<file path="src/rtl/cmd_seq_player_if.sv">
// cmd_seq_player_if: command/response handshake between the sequence player
// and RemoteComm. The player drives cmd/send_cmd and receives the transmit
// completion and the response byte.
interface cmd_seq_player_if;
  logic [15:0] cmd;
  logic        send_cmd;
  logic        cmd_sent;
  logic        resp_rdy;
  logic [7:0]  resp;

  modport master (
    output cmd,
    output send_cmd,
    input  cmd_sent,
    input  resp_rdy,
    input  resp
  );

  modport slave (
    input  cmd,
    input  send_cmd,
    output cmd_sent,
    output resp_rdy,
    output resp
  );
endinterface

</file>
<file path="src/rtl/cmd_seq_player.sv">
// cmd_seq_player: replayable queue of 16-bit Knight commands. Each entry is
// sent to RemoteComm, then its response byte is checked against ACK_CODE.
// The sequence stops on the first bad response or response timeout.
// Optional build macro CMD_SEQ_RETRY_EN: a timed-out command is re-issued once
// before the timeout is reported.
module cmd_seq_player #(
  parameter int unsigned DEPTH      = 16,
  parameter logic [7:0]  ACK_CODE   = 8'hA5,
  parameter int unsigned TMO_CYCLES = 2**24
) (
  input  logic                     clk,
  input  logic                     rst,
  input  logic                     wr_en,
  input  logic [15:0]              wr_cmd,
  input  logic                     start,
  input  logic                     abort,
  cmd_seq_player_if.master         bus,
  output logic                     busy,
  output logic                     done,
  output logic                     err,
  output logic [1:0]               err_code,
  output logic [$clog2(DEPTH)-1:0] err_idx,
  output logic [$clog2(DEPTH):0]   num_cmds,
  output logic                     full
);

  localparam int unsigned IW = $clog2(DEPTH);
  localparam int unsigned CW = IW + 1;
  localparam int unsigned TW = $clog2(TMO_CYCLES);

  localparam logic [CW-1:0] DEPTH_C  = CW'(DEPTH);
  localparam logic [TW-1:0] TMO_LAST = TW'(TMO_CYCLES - 1);

  localparam logic [1:0] ERR_NONE = 2'b00;
  localparam logic [1:0] ERR_RESP = 2'b01;
  localparam logic [1:0] ERR_TMO  = 2'b10;

  typedef enum logic [2:0] {
    S_IDLE,
    S_ISSUE,
    S_WAIT_SENT,
    S_WAIT_RESP,
    S_NEXT,
    S_DONE,
    S_ERR
  } state_t;

  // Command storage
  logic [15:0]   mem [DEPTH];
  logic [IW-1:0] wr_ptr;
  logic          push_c;

  // FSM state and registered outputs
  state_t        state, state_nxt;
  logic [15:0]   cmd_q, cmd_nxt;
  logic          send_cmd_q, send_cmd_nxt;
  logic          busy_nxt, done_nxt, err_nxt;
  logic [1:0]    err_code_nxt;
  logic [IW-1:0] err_idx_nxt;
  logic [IW-1:0] idx, idx_nxt;
  logic [IW-1:0] idx_inc_c;
  logic [TW-1:0] timer, timer_nxt;
  logic          seen_low, seen_low_nxt;
  logic          abort_q, abort_q_nxt;
`ifdef CMD_SEQ_RETRY_EN
  logic          retry_q, retry_nxt;
`endif

  assign bus.cmd      = cmd_q;
  assign bus.send_cmd = send_cmd_q;

  // Pushes are only taken while idle and when there is room
  assign push_c    = wr_en && !full && !busy;
  assign idx_inc_c = idx + IW'(1);

  // Queue storage write port (contents need no reset; num_cmds gates use)
  always_ff @(posedge clk) begin
    if (push_c) begin
      mem[wr_ptr] <= wr_cmd;
    end
  end

  // Queue write pointer, occupancy and full flag
  always_ff @(posedge clk) begin
    if (rst) begin
      wr_ptr   <= '0;
      num_cmds <= '0;
      full     <= 1'b0;
    end else if (push_c) begin
      wr_ptr   <= wr_ptr + IW'(1);
      num_cmds <= num_cmds + CW'(1);
      full     <= (num_cmds + CW'(1)) == DEPTH_C;
    end
  end

  // FSM state and output registers
  always_ff @(posedge clk) begin
    if (rst) begin
      state      <= S_IDLE;
      cmd_q      <= '0;
      send_cmd_q <= 1'b0;
      busy       <= 1'b0;
      done       <= 1'b0;
      err        <= 1'b0;
      err_code   <= ERR_NONE;
      err_idx    <= '0;
      idx        <= '0;
      timer      <= '0;
      seen_low   <= 1'b0;
      abort_q    <= 1'b0;
`ifdef CMD_SEQ_RETRY_EN
      retry_q    <= 1'b0;
`endif
    end else begin
      state      <= state_nxt;
      cmd_q      <= cmd_nxt;
      send_cmd_q <= send_cmd_nxt;
      busy       <= busy_nxt;
      done       <= done_nxt;
      err        <= err_nxt;
      err_code   <= err_code_nxt;
      err_idx    <= err_idx_nxt;
      idx        <= idx_nxt;
      timer      <= timer_nxt;
      seen_low   <= seen_low_nxt;
      abort_q    <= abort_q_nxt;
`ifdef CMD_SEQ_RETRY_EN
      retry_q    <= retry_nxt;
`endif
    end
  end

  // Next-state and output decode; send_cmd is raised on entry to ISSUE so the
  // pulse coincides with the ISSUE cycle
  always_comb begin
    state_nxt    = state;
    cmd_nxt      = cmd_q;
    send_cmd_nxt = 1'b0;
    busy_nxt     = busy;
    done_nxt     = done;
    err_nxt      = err;
    err_code_nxt = err_code;
    err_idx_nxt  = err_idx;
    idx_nxt      = idx;
    timer_nxt    = timer;
    seen_low_nxt = seen_low;
    abort_q_nxt  = abort_q | abort;
`ifdef CMD_SEQ_RETRY_EN
    retry_nxt    = retry_q;
`endif

    case (state)
      S_IDLE: begin
        abort_q_nxt = 1'b0;
        if (abort) begin
          state_nxt    = S_DONE;
          done_nxt     = 1'b1;
          err_nxt      = 1'b0;
          err_code_nxt = ERR_NONE;
        end else if (start) begin
          done_nxt     = 1'b0;
          err_nxt      = 1'b0;
          err_code_nxt = ERR_NONE;
          idx_nxt      = '0;
          if (num_cmds == '0) begin
            state_nxt = S_DONE;
            done_nxt  = 1'b1;
          end else begin
            state_nxt    = S_ISSUE;
            busy_nxt     = 1'b1;
            send_cmd_nxt = 1'b1;
            cmd_nxt      = mem[IW'(0)];
`ifdef CMD_SEQ_RETRY_EN
            retry_nxt    = 1'b0;
`endif
          end
        end
      end

      S_ISSUE: begin
        seen_low_nxt = !bus.cmd_sent;
        state_nxt    = S_WAIT_SENT;
      end

      // Only a low-to-high transition of cmd_sent after the issue counts
      S_WAIT_SENT: begin
        if (!bus.cmd_sent) begin
          seen_low_nxt = 1'b1;
        end else if (seen_low) begin
          timer_nxt = '0;
          state_nxt = S_WAIT_RESP;
        end
      end

      // A response on the terminal-count cycle takes priority over timeout
      S_WAIT_RESP: begin
        if (bus.resp_rdy) begin
          if (bus.resp == ACK_CODE) begin
            state_nxt = S_NEXT;
          end else begin
            state_nxt    = S_ERR;
            busy_nxt     = 1'b0;
            err_nxt      = 1'b1;
            err_code_nxt = ERR_RESP;
            err_idx_nxt  = idx;
            abort_q_nxt  = 1'b0;
          end
        end else if (timer == TMO_LAST) begin
`ifdef CMD_SEQ_RETRY_EN
          if (!retry_q) begin
            retry_nxt    = 1'b1;
            timer_nxt    = '0;
            state_nxt    = S_ISSUE;
            send_cmd_nxt = 1'b1;
            cmd_nxt      = mem[idx];
          end else begin
            state_nxt    = S_ERR;
            busy_nxt     = 1'b0;
            err_nxt      = 1'b1;
            err_code_nxt = ERR_TMO;
            err_idx_nxt  = idx;
            abort_q_nxt  = 1'b0;
          end
`else
          state_nxt    = S_ERR;
          busy_nxt     = 1'b0;
          err_nxt      = 1'b1;
          err_code_nxt = ERR_TMO;
          err_idx_nxt  = idx;
          abort_q_nxt  = 1'b0;
`endif
        end else begin
          timer_nxt = timer + TW'(1);
        end
      end

      // Advance, or finish on last entry or a pending abort
      S_NEXT: begin
        idx_nxt = idx_inc_c;
        if (((CW'(idx) + CW'(1)) == num_cmds) || abort_q || abort) begin
          state_nxt   = S_DONE;
          busy_nxt    = 1'b0;
          done_nxt    = 1'b1;
          abort_q_nxt = 1'b0;
        end else begin
          state_nxt    = S_ISSUE;
          send_cmd_nxt = 1'b1;
          cmd_nxt      = mem[idx_inc_c];
`ifdef CMD_SEQ_RETRY_EN
          retry_nxt    = 1'b0;
`endif
        end
      end

      S_DONE:  state_nxt = S_IDLE;
      S_ERR:   state_nxt = S_IDLE;
      default: state_nxt = S_IDLE;
    endcase
  end

endmodule
</file>
<file path="src/flat_wrapper.sv">
// flat-port wrapper written by rule: the top's interface ports become plain ports
module cmd_seq_player_flat 
#(
  parameter int unsigned DEPTH      = 16,
  parameter logic [7:0]  ACK_CODE   = 8'hA5,
  parameter int unsigned TMO_CYCLES = 2**24
)
  (clk, rst, wr_en, wr_cmd, start, abort, busy, done, err, err_code, err_idx, num_cmds, full, bus_cmd, bus_send_cmd, bus_cmd_sent, bus_resp_rdy, bus_resp);
  cmd_seq_player_if bus_i ();
  input  logic clk;
  input  logic rst;
  input  logic wr_en;
  input  logic [15:0] wr_cmd;
  input  logic start;
  input  logic abort;
  output logic busy;
  output logic done;
  output logic err;
  output logic [1:0] err_code;
  output logic [$clog2(DEPTH)-1:0] err_idx;
  output logic [$clog2(DEPTH):0] num_cmds;
  output logic full;
  output wire logic [$bits(bus_i.cmd)-1:0] bus_cmd;
  output wire logic [$bits(bus_i.send_cmd)-1:0] bus_send_cmd;
  input wire logic [$bits(bus_i.cmd_sent)-1:0] bus_cmd_sent;
  input wire logic [$bits(bus_i.resp_rdy)-1:0] bus_resp_rdy;
  input wire logic [$bits(bus_i.resp)-1:0] bus_resp;
  assign bus_cmd = bus_i.cmd;
  assign bus_send_cmd = bus_i.send_cmd;
  assign bus_i.cmd_sent = bus_cmd_sent;
  assign bus_i.resp_rdy = bus_resp_rdy;
  assign bus_i.resp = bus_resp;
  cmd_seq_player #(.DEPTH(DEPTH), .ACK_CODE(ACK_CODE), .TMO_CYCLES(TMO_CYCLES)) u_core (.clk(clk), .rst(rst), .wr_en(wr_en), .wr_cmd(wr_cmd), .start(start), .abort(abort), .bus(bus_i), .busy(busy), .done(done), .err(err), .err_code(err_code), .err_idx(err_idx), .num_cmds(num_cmds), .full(full));
endmodule
</file>
<file path="config.mk">
export PLATFORM = sky130hd
export DESIGN_NAME = cmd_seq_player_flat
export DESIGN_NICKNAME = d
export VERILOG_FILES = /design/src/rtl/cmd_seq_player_if.sv /design/src/rtl/cmd_seq_player.sv /design/src/flat_wrapper.sv
export SDC_FILE = /design/constraint.sdc
export NUM_CORES = 1
export LEC_CHECK = 0
export ABC_CLOCK_PERIOD_IN_PS = 3200
export CORE_MARGIN = 2
export CORE_UTILIZATION = 50
export CTS_BUF_LIST = sky130_fd_sc_hd__clkbuf_4 sky130_fd_sc_hd__clkbuf_8 sky130_fd_sc_hd__clkbuf_16
export DETAILED_ROUTE_END_ITERATION = 16
export GPL_TIMING_DRIVEN = 0
export PLACE_DENSITY = 0.68
export REMOVE_ABC_BUFFERS = 1
export SKIP_CTS_REPAIR_TIMING = 1
export SLEW_MARGIN = 20
export SYNTH_ARGS = -nofsm -noshare
export SYNTH_HDL_FRONTEND = slang
export SYNTH_SLANG_ARGS = --single-unit
</file>
<file path="constraint.sdc">
create_clock -name clk -period 3.2 [get_ports clk]
set_input_delay 0.48 -clock clk [delete_from_list [all_inputs] [get_ports clk]]
set_output_delay 0.48 -clock clk [all_outputs]
set_load 0.01 [all_outputs]
</file>
; Yosys cells after proc, flatten, opt, wreduce, memory -nomap -nowiden
; Memory sizes are Yosys's and may differ from the RTL's.
; Cells that the tools add are included.
[word_totals]
out_inout_bits = 32
elab_cells = 133
ramBits = 256
mem_bits_ro = 0
memories = 1
regBits = 69
in_bits = 31
latch_bits = 0
[classes]
add_sub_neg = 5
bitwise = 1
n_div = 0
n_reduce_logical = 24
n_mux = 65
shift = 0
n_mul = 0
order_cmp = 0
eq_ne = 22
[mem_list]
columns = name, words, width, read_ports, rd_clocked_by_memory_dff, wr, line_no
row1 = u_core.mem, 16, 16, 2, 0, 1, cmd_seq_player.sv:49  ; logic [15:0] mem [DEPTH];
[op_table]
columns = op, count
row1 = two-way mux 24 bit, 4
row2 = two-way mux 16 bit, 4
row3 = case mux 24 bit (2 select lines), 1
row4 = case mux 16 bit (2 select lines), 1
row5 = two-way mux 1 bit, 27
row6 = "adder 24 x 1 -> 24 bit, second input constant", 1
row7 = "equality test 24 bit, second input constant", 1
row8 = two-way mux 3 bit, 8
row9 = two-way mux 4 bit, 5
row10 = "inequality test 2 bit, second input constant", 9
row11 = case mux 3 bit (5 select lines), 1
row12 = two-way mux 2 bit, 6
row13 = AND reduction 5 bit, 2
row14 = nonzero test 2 bit, 5
row15 = AND reduction 3 bit, 3
row16 = "adder 4 x 1 -> 4 bit, second input constant", 2
row17 = "equality test 8 bit, second input constant", 1
row18 = case mux 1 bit (2 select lines), 4
row19 = case mux 4 bit (2 select lines), 1
row20 = AND reduction 4 bit, 2
row21 = AND reduction 7 bit, 1
row22 = "equality test 3 x 2 -> 1 bit, second input constant", 2
row23 = "inequality test 3 bit, second input constant", 2
row24 = case mux 1 bit (3 select lines), 2
row25 = other kinds (17), 22

; Logic depth before layout (Yosys ltp)
[depth]
depth_word = 6
depth_mapped = 8
depth_no_buf = 7

; Least setup slack after synthesis
; No wires, ideal clock.
[synth_timing]
kind = input -> register
startpoint = input wr_en
endpoint = memory u_core.mem[0][0], enable pin
path_slack_ps = 249
required_ps = 2791
path_stages = 4
arrival_time_ps = 2542
n_path_buf = 1
setup_time_ps = 409
cell_sequence = nor3b_1 clkbuf_1 nand2_1 nor3_1
[synth_via]
elab_chain_len = 4
[synth_lines]
columns = element, line_no
row1 = from (decl), flat_wrapper.sv:12  ; input logic wr_en;
row2 = logical AND 1 bit (2 in series), cmd_seq_player.sv:73  ; assign push_c = wr_en && !full && !busy;
row3 = two-way mux 1 bit, cmd_seq_player.sv:78  ; if (push_c) begin
row4 = two-way mux 1 bit (implied by the code), cmd_seq_player.sv:79  ; mem[wr_ptr] <= wr_cmd;
row5 = to (decl), cmd_seq_player.sv:49
; Every way passes these cells.

; Worst setup path in the final report
[layout_timing]
startpoint = register u_core.state[0]
endpoint = register u_core.cmd_q[5], in the netlist u_core.bus.cmd[5]
[layout_via]
elab_chain_len = 3
elab_cells_between_ends = 9
classes_between = 5 x eq/ne / 1 x mux / 3 x reduce/logical
[layout_lines]
columns = element, line_no
row1 = from (decl), cmd_seq_player.sv:54  ; state_t state, state_nxt;
row2 = from (signal assigned), cmd_seq_player.sv:115  ; state <= state_nxt;
row3 = equality test 3 bit or zero test 3 bit (tied branches), cmd_seq_player.sv:152  ; case (state)
row4 = inequality test 2 bit (no line) or nonzero test 2 bit (tied branches), -
row5 = AND reduction 5 bit (no line), -
row6 = to (signal assigned), cmd_seq_player.sv:116  ; cmd_q <= cmd_nxt;
row7 = to (decl), cmd_seq_player.sv:55  ; logic [15:0] cmd_q, cmd_nxt;
; Several ways; a longest one is shown, not always the timed one.
; A chain may end at the register's enable or synchronous reset.

==> metrics <==
DRC errors left 0; adder-cell share of the synthesized area less than 1%; min-delay worst type input port to flip-flop; Max stage delay cell, worst path a211oi_4; leading area contributor after synthesis edfxtp_1; Synthesis Warnings 0; CP endpoint kind flip-flop; cell family with most CP delay compound AO/OA/AOI/OAI gates; Setup CP Type flip-flop to flip-flop; Total Wirelength roughly 28000 um; largest net degree at the start of global routing 54; VDD IR max 0.566 mV; Synth cell types 60; status finished, final reports clean; Ports 63; met2 Track Usage GR 34.3%; routed vias/inst between 5 and 6; Hold Slack a little under 0.4 ns; post-layout util 59.7%; Clock Path Buffers 3; number of synthesized flops with an enable pin about 260; Die Area 28300 um2; Finished Cell Area roughly 16000 um2; synth top area cells edfxtp_1 57%, mux4_2 11%, dfxtp_1 10%; Die H between 150 and 200 um; register area share after synthesis between 60 and 70%; critical path required time between 3 and 4 ns; Synth Area in Compound Gates ~7.3%; GRT met3 Usage approximately 3.1%; M1 GR Usage 28.0%; CP startpoint kind flip-flop; Cells after Synth 850; Critical path buffers and inverters 0; worst slew pin tran 1.08 ns; Slew Limit Fails 0; crit share post-route approximately nine tenths; reg-to-reg endpoint u_core.bus.cmd[5]; routed length per placed instance roughly 22 um; Die X 168 um; post-DP HPWL approximately 17000 um; Area after DPL between 10000 and 15000 um2; ys async rst share 0%; H-tree depth 2; area delta synth->final 18.3%; Fill cells about 2000; CP Max Fanout 53; RR Startpoint u_core.state[0]; R2R depth 5; slowest stage delay, CP between 0.8 and 0.9 ns; Max Fclk about 340 MHz; Row Count 60; Initial Util 50.5%; CP Data Arrival Time between 3 and 4 ns; RePlAce Congestion approximately 0.77; CTS Buf Count 35; Reg clk slew, reported paths roughly 0.060 ns; Yosys top cell area share a little under three fifths; largest family of logic cells by synthesized area multiplexers; critical path cell sequence or3b_4, nor2_1, a211oi_4, a21oi_1, a211oi_2; RSZ-0062 raised after global routing no; Final Setup Violations 0; port bufs between 60 and 70; FF+latch area between 9000 and 10000 um2; Power Density 683 nW/um2; hold_sp rst; Placeable Area roughly 27000 um2; area of the mapped netlist between 10000 and 15000 um2; share of cells above drive strength 1 between 20% and 30%; Synth Area in XOR/XNOR under 10%; vias in the first global route around 7600; fin crit period slightly below 3 ns; Max-cap violations 0; sink of the worst hold path u_core.num_cmds[2]; Worst-Skew Late Latency ~0.51 ns; Overflow after GRT 0; CTS tree yes; clock skew around 0.025 ns; gr usage total between 20% and 30%; Simple-Gate Fraction of Synth Area between 7 and 8%; CP Depth 5; GR peak layer met2; FF-to-FF setup slack ~0.28 ns; worst hold path depth 2; Detailed Route Iter0 Violations roughly 580; Syn Area/Cell 15.9 um2; Leak between 4 and 5 nW; Seq cells post-synth around 330; # nets final between 900 and 1000; post-synthesis mux area share between 10% and 20%; Rel. slew slack 27.6%; routed via count about 7700; Synth Flop Type edfxtp_1; post-route ant nets 0; initial antenna violation count 1; Initial DRT Pass Iterations 5; first-pass GRT wire length approximately 44000 um; endpoints failing hold 0; clk sinks about 330; clock root buffer clkbuf_16; area of the multi-input gates approximately 4300 um2
==> registers in the layout, summed over array words and instances, names as in the netlist <==
register and cells:
u_core.abort_q 1, u_core.bus.cmd 16, u_core.bus.send_cmd 1, u_core.busy 1, u_core.done 1, u_core.err 1
u_core.err_code 2, u_core.err_idx 4, u_core.full 1, u_core.idx 4, u_core.mem 256, u_core.num_cmds 5
u_core.seen_low 1, u_core.state 3, u_core.timer 24, u_core.wr_ptr 4
==> placed cells by master (no fill, tap or decap), drive strengths merged, types with 4 or more instances in the layout <==
| cell type | synthesis | layout |
|---|---|---|
| nand2 | 30 | 30 |
| nand2b | 14 | 14 |
| a2111oi | 6 | 6 |
| dfxtp | 69 | 69 |
| a211oi | 36 | 36 |
| o21ai | 19 | 19 |
| inv | 9 | 9 |
| nor2 | 47 | 47 |
| clkinv | 0 | 10 |
| a31oi | 4 | 4 |
| xor2 | 9 | 9 |
| and3 | 7 | 7 |
| clkbuf | 29 | 47 |
| mux2i | 42 | 42 |
| a21oi | 39 | 39 |
| and4 | 6 | 6 |
| buf | 25 | 20 |
| mux4 | 64 | 64 |
| ha | 9 | 9 |
| o2111ai | 5 | 5 |
| nand4 | 9 | 9 |
| xnor2 | 11 | 11 |
| edfxtp | 256 | 256 |
| nand3 | 11 | 11 |
| clkdlybuf4s50 | 0 | 61 |
| nor3 | 41 | 41 |
| bufinv | 0 | 4 |
| or3 | 9 | 9 |
==> worst max-delay path by stage <==
stage	start	end
2_1_floorplan	u_core.idx[0]	u_core.bus.cmd[10]
6_report	u_core.state[0]	u_core.bus.cmd[5]
4_1_cts	u_core.state[0]	u_core.bus.cmd[1]
3_5_place_dp	u_core.state[0]	u_core.bus.cmd[1]
5_1_grt	u_core.state[0]	u_core.bus.cmd[5]
3_3_place_gp	u_core.idx[0]	u_core.bus.cmd[14]
==> cell usage after synthesis, types with 11 or more instances <==
| library cell | count |
|---|---|
| edfxtp_1 | 256 |
| dfxtp_1 | 69 |
| mux4_2 | 64 |
| nor2_1 | 46 |
| mux2i_1 | 42 |
| nor3_1 | 41 |
| a21oi_1 | 39 |
| nand2_1 | 30 |
| clkbuf_1 | 29 |
| a211oi_1 | 25 |
| o21ai_0 | 19 |
| buf_2 | 17 |
| nand2b_1 | 14 |
| a211oi_2 | 11 |
| nand3_1 | 11 |
| xnor2_1 | 11 |
==> power by group <==
part	switching [W]	internal [W]	total (W)
Combinational	0.00101	0.000939	0.00195
Sequential	0.000144	0.00472	0.00486
Clock	0.00158	0.00251	0.00409
Total	0.00273	0.00817	0.0109
==> through the flow <==
stage / TNS (ns) / instances / power (W) / setup slack [ns]
final: 0 / 1282 / 0.0109 / 0.279
after CTS: 0 / 1281 / 0.0110 / 0.0638
after global routing: 0 / 1281 / 0.0113 / 0.0245
after floorplan: -73.02 / 796 / 0.00623 / -3.31
after global placement: -558.31 / 1199 / 0.00689 / -6.31
after detailed placement: 0 / 1218 / 0.00691 / 0.0588
==> cell type report <==
cell class | instances | area share, %
inverters | 9 | 0.212
clock buffers | 47 | 6.21
multi-input cells | 462 | 27.2
well taps | 341 | 2.67
flip-flops and latches | 325 | 56.8
clock inverters | 16 | 1.29
repair buffers | 81 | 5.57
diodes | 1 | 0.0157
==> cell families (layout without fill, tap and decap cells) <==
kind of cell | count (synthesis) | after routing
DFF | 325 | 325
and+or+nand+nor | 191 | 191
AOI/OAI and AO/OA | 134 | 134
muxes | 107 | 107
buffers and inverters | 63 | 153
xor gates and xnor gates | 21 | 21
adders and majority gates | 9 | 9
other | 0 | 1
==> worst register-to-register path: stages (launching register included) <==
cell	delay, ns
dfxtp_1	0.60
or3b_4	0.70
nor2_1	0.24
a211oi_4	0.86
a21oi_1	0.22
a211oi_2	0.25
==> metal layers <==
| metal | wire length (um) | share of wire, % | vias to the layer above |
|---|---|---|---|
| li1 | - | - | 3524 |
| met1 | 12700 | 45 | 3909 |
| met2 | 13900 | 49 | 197 |
| met3 | 1320 | 4.6 | 42 |
| met4 | 493 | 1.7 | 0 |
| met5 | 0 | 0 | - |
No activity file was read; power rests on OpenSTA's default activity.
